$ cat config.mk
export PLATFORM = sky130hd
export DESIGN_NAME = gray_counter_ud
export DESIGN_NICKNAME = d
export VERILOG_FILES = /design/src/rtl/gray_pkg.sv /design/src/rtl/gray_to_bin.sv /design/src/rtl/gray_counter_ud.sv
export SDC_FILE = /design/constraint.sdc
export NUM_CORES = 1
export LEC_CHECK = 0
export CAP_MARGIN = 0
export CORE_MARGIN = 10
export CORE_UTILIZATION = 30
export CTS_CLUSTER_SIZE = 25
export DETAILED_ROUTE_END_ITERATION = 7
export MAX_ROUTING_LAYER = met4
export SYNTH_ARGS = -nofsm -noshare
export SYNTH_HDL_FRONTEND = slang
export SYNTH_HIERARCHICAL = 1
export SYNTH_SLANG_ARGS = --single-unit
$ cat constraint.sdc
create_clock -name clk -period 4.8 [get_ports clk]
set_input_delay 1.2 -clock clk [delete_from_list [all_inputs] [get_ports clk]]
set_output_delay 1.2 -clock clk [all_outputs]
set_load 0.005 [all_outputs]
$ cat src/rtl/gray_pkg.sv
// Shared Gray-code helpers and bound-mode constants for the Gray counter
// family. Functions work on a fixed wide vector; callers cast to their width.
package gray_pkg;

    localparam int MAX_W         = 32;
    localparam int WRAP_MODULO   = 1;
    localparam int WRAP_SATURATE = 0;

    function automatic logic [MAX_W-1:0] bin2gray(input logic [MAX_W-1:0] bin);
        return bin ^ (bin >> 1);
    endfunction

    // Prefix XOR from the MSB down; zero-extended inputs decode unchanged.
    function automatic logic [MAX_W-1:0] gray2bin(input logic [MAX_W-1:0] gray);
        logic [MAX_W-1:0] bin;
        bin[MAX_W-1] = gray[MAX_W-1];
        for (int i = MAX_W - 2; i >= 0; i--) begin
            bin[i] = bin[i+1] ^ gray[i];
        end
        return bin;
    endfunction

endpackage

$ cat src/rtl/gray_to_bin.sv
// Combinational Gray-to-binary converter, shared by Gray-pointer blocks.
module gray_to_bin
    import gray_pkg::*;
#(
    parameter int DATA_WIDTH = 4
) (
    input  logic [DATA_WIDTH-1:0] gray_i,
    output logic [DATA_WIDTH-1:0] bin_o
);

    assign bin_o = DATA_WIDTH'(gray2bin(MAX_W'(gray_i)));

endmodule

$ cat src/rtl/gray_counter_ud.sv
// Up/down Gray-code counter with clear, Gray-coded load, wrap/saturate bounds
// and a registered terminal-count pulse on every boundary step.
module gray_counter_ud
    import gray_pkg::*;
#(
    parameter int DATA_WIDTH = 4,
    parameter int WRAP       = WRAP_MODULO
) (
    input  logic                  clk,
    input  logic                  resetn,
    input  logic                  en,
    input  logic                  up,
    input  logic                  clr,
    input  logic                  load,
    input  logic [DATA_WIDTH-1:0] load_val,
    output logic [DATA_WIDTH-1:0] out,
    output logic [DATA_WIDTH-1:0] bin_out,
    output logic                  tc
);

    localparam logic [DATA_WIDTH-1:0] CNT_MAX  = '1;
    localparam bit                    SATURATE = (WRAP == WRAP_SATURATE);

    logic [DATA_WIDTH-1:0] load_bin;
    logic [DATA_WIDTH-1:0] cnt_q, cnt_d;
    logic [DATA_WIDTH-1:0] gray_q;
    logic                  tc_q, tc_d;
    logic                  at_max, at_min;

    gray_to_bin #(.DATA_WIDTH(DATA_WIDTH)) u_load_conv (
        .gray_i (load_val),
        .bin_o  (load_bin)
    );

    assign at_max = (cnt_q == CNT_MAX);
    assign at_min = (cnt_q == '0);

    // Priority clr > load > en > hold; a boundary step pulses tc even when blocked.
    always_comb begin
        cnt_d = cnt_q;
        tc_d  = 1'b0;
        if (clr) begin
            cnt_d = '0;
        end else if (load) begin
            cnt_d = load_bin;
        end else if (en) begin
            if (up) begin
                if (at_max) begin
                    tc_d = 1'b1;
                    if (!SATURATE) cnt_d = '0;
                end else begin
                    cnt_d = cnt_q + DATA_WIDTH'(1);
                end
            end else begin
                if (at_min) begin
                    tc_d = 1'b1;
                    if (!SATURATE) cnt_d = CNT_MAX;
                end else begin
                    cnt_d = cnt_q - DATA_WIDTH'(1);
                end
            end
        end
    end

    // Gray output is registered from the next binary value, so it never glitches.
    always_ff @(posedge clk or negedge resetn) begin
        if (!resetn) begin
            cnt_q  <= '0;
            gray_q <= '0;
            tc_q   <= 1'b0;
        end else begin
            cnt_q  <= cnt_d;
            gray_q <= DATA_WIDTH'(bin2gray(MAX_W'(cnt_d)));
            tc_q   <= tc_d;
        end
    end

    assign out     = gray_q;
    assign bin_out = cnt_q;
    assign tc      = tc_q;

endmodule

==> results_dict.tcl <==
set metrics [dict create \
    status "finished clean" \
    clockPowerShare_pct 23.3 \
    syn_avg_cell_area_um2 9.96 \
    post_cts_buffers 0 \
    cts_buffers 3 \
    die_h_um 62.7 \
    syn_area_um2 548 \
    endpoint "out[0]" \
    ctsResizeCount 0 \
    grt_max_degree 10 \
    r2r-start "bin_out[0]" \
    synth_warnings 6 \
    synth-main-ff-cell "dfrtp_1" \
    r2r-end "out[0]" \
    ant_nets 0 \
    drt-total-wl_mm 1.22 \
    drt_iter0_drc 10 \
    cts_tree "done" \
    yosys-top-cells-area "dfrtp_1, xor2_1, ha_1" \
    dpl.hpwl_mm 1.04 \
    rsz0062_at_grt "false" \
    dr.pass1.iters 4 \
    setup_viol 0 \
    die_area_um2 3940 \
    groute.usage.overall_pct 7.08 \
    relSlewSlack_pct 74.4 \
    grt_pass1_vias 490 \
    power.leakage_nw 0.330 \
    pwr-share-comb_pct 35.5 \
    cts_buffer_depth 2 \
    worst_hold_path_type "reg2reg" \
    grt_pass1_wl_mm 2.23 \
    synthCells 55 \
    r2r.worst_path.cells 7 \
    routed-via-count 449 \
    hold_slack_ps 707 \
    clock_skew_ps 1.04 \
    cellPowerDensity_nw_per_um2 269 \
    synth_edf_count 0 \
    vdd_drop_max_v 0.000155 \
    htree_levels 1 \
    fin_crit_ps 2780 \
    cts_num_sinks 8 \
    antenna_found_initial 0 \
    post_drt_wl_per_cell_um 12.4 \
    netSwitchingPower_w 0.0000586 \
    antenna_cells 0 \
    die-width_um 62.7 \
    synthArstFlopShare_pct 100 \
    p_sw_share_pct 28.4 \
    remaining_drc_errors 0 \
    max_clock_freq_mhz 360 \
    worstPathMaxFanout 6 \
    ios 19 \
    p_seq_share_pct 41.2 \
    syn2layout_area_growth_pct 40.0 \
    rows 15 \
    yosysUniqueCellTypes 26 \
    cp.required_ps 4920 \
    critPathKind "in2reg" \
    startpoint "up" \
    worst_hold_startpoint "bin_out[3]" \
    holdBufCountCts 0 \
    timing.final.crit_share_pct 57.8 \
    worst_slew_pin_slew_ps 384 \
    final_nets 88 \
    overflow 0 \
    yosysTopAreaCell "dfrtp_1" \
    clkLatencyLatePin_ps 240 \
    vias_per_cell 4.54 \
    finalSetupTns_ps 0 \
    synth_common_cells "dfrtp_1, nor2_1, xor2_1" \
    cp-end-kind "flip-flop" \
    clock-root-buffer "clkbuf_4" \
    rrSetupSlack_ps 2830 \
    drive_gt1_share_pct 13.5 \
    drv_slew 0 \
    core_um2 1730 \
    syn-num-nets 67 \
    cp-start-kind "input pin" \
    synth_seq_cells 8 \
    yosysSeqAreaShare_pct 36.5 \
    arrival_ps 2900 \
    drv_cap 0 \
    finalHoldViolations 0 \
    gp_congestion 0.797 \
    clk_pin_slew_ps 50 \
    p_int_w 0.000148 \
    io_buffers 18 \
    initial_core_util_pct 31.7 \
    synth_top_cell_area_share_pct 36.5 \
    yosysMostFrequentCell "dfrtp_1" \
]
==> registers in the layout, summed over array words and instances, names as in the netlist <==
signal,count
bin_out,4
tc,1
out,3
==> power by group through the flow <==
stage / Clock, W / Combinational [W] / Sequential [W]
after detailed placement: 0 / 0.0000745 / 0.0000863
after CTS: 0.0000507 / 0.0000750 / 0.0000853
final: 0.0000481 / 0.0000731 / 0.0000849
after floorplan: 0 / 0.0000374 / 0.0000858
after global routing: 0.0000556 / 0.0000818 / 0.0000872
after global placement: 0 / 0.0000746 / 0.0000867
==> worst max-delay path, cell delays in order <==
cell             delay (ps)
clkdlybuf4s50_1         520
or4b_4                  530
and3_4                  200
o31ai_2                 230
xor2_1                  170
nor2_1                   50
==> worst min path at each step <==
stage / cells past startpoint / to
finish: 2 / tc
global route: 2 / tc
CTS: 2 / tc
detailed placement: 2 / tc
global placement: 2 / tc
floorplan: 2 / tc
==> layer usage <==
| layer | vias up | GRT usage, % | part of all wire (%) |
|---|---|---|---|
| met2 | 20 | 10.6 | 47 |
| met1 | 202 | 8.29 | 46 |
| li1 | 227 | - | - |
| met5 | - | - | 0 |
| met3 | 0 | 2.87 | 7.3 |
| met4 | 0 | 2.51 | 0 |
==> cells in the final DEF, fill, tap and decap left out, types with 2 or more instances in the layout <==
| cell | count |
|---|---|
| a21oi_1 | 3 |
| clkbuf_4 | 3 |
| clkdlybuf4s50_1 | 18 |
| dfrtp_1 | 8 |
| ha_1 | 2 |
| inv_1 | 4 |
| mux2i_1 | 2 |
| nand2_1 | 3 |
| nor2_1 | 6 |
| o21ai_0 | 2 |
| xnor2_1 | 2 |
| xor2_1 | 6 |
==> per-stage QoR <==
| stage | cells | util, % | total power, W | area [um^2] | worst slack [ps] |
|---|---|---|---|---|---|
| after global routing | 99 | 44.4 | 0.000225 | 767 | 1930 |
| final | 99 | 44.4 | 0.000206 | 767 | 2020 |
| after floorplan | 55 | - | 0.000123 | 548 | 2420 |
| after detailed placement | 96 | 43.1 | 0.000161 | 744 | 1780 |
| after global placement | 96 | 43.1 | 0.000161 | 744 | 1820 |
| after CTS | 99 | 44.4 | 0.000211 | 767 | 2030 |
==> kinds of logic after synthesis <==
group	Yosys count	share of synthesized area [%]
flip-flops	8	36.5
AO/OA/AOI/OAI	11	15.8
buffers and inverters	6	5.48
AND/OR/NAND/NOR	16	16.2
adder cells (fa/ha/maj)	2	4.57
XOR/XNOR	9	15.8
multiplexers	3	5.71
==> layout make-up <==
type / instances / area [um^2]
Clock buffer: 3 / 22.5
Fill cell: 186 / 960
Inverter: 4 / 15.0
Multi-Input combinational cell: 41 / 318
Sequential cell: 8 / 200
Tap cell: 25 / 31.3
Timing Repair Buffer: 18 / 180
No activity file was read; power rests on OpenSTA's default activity.
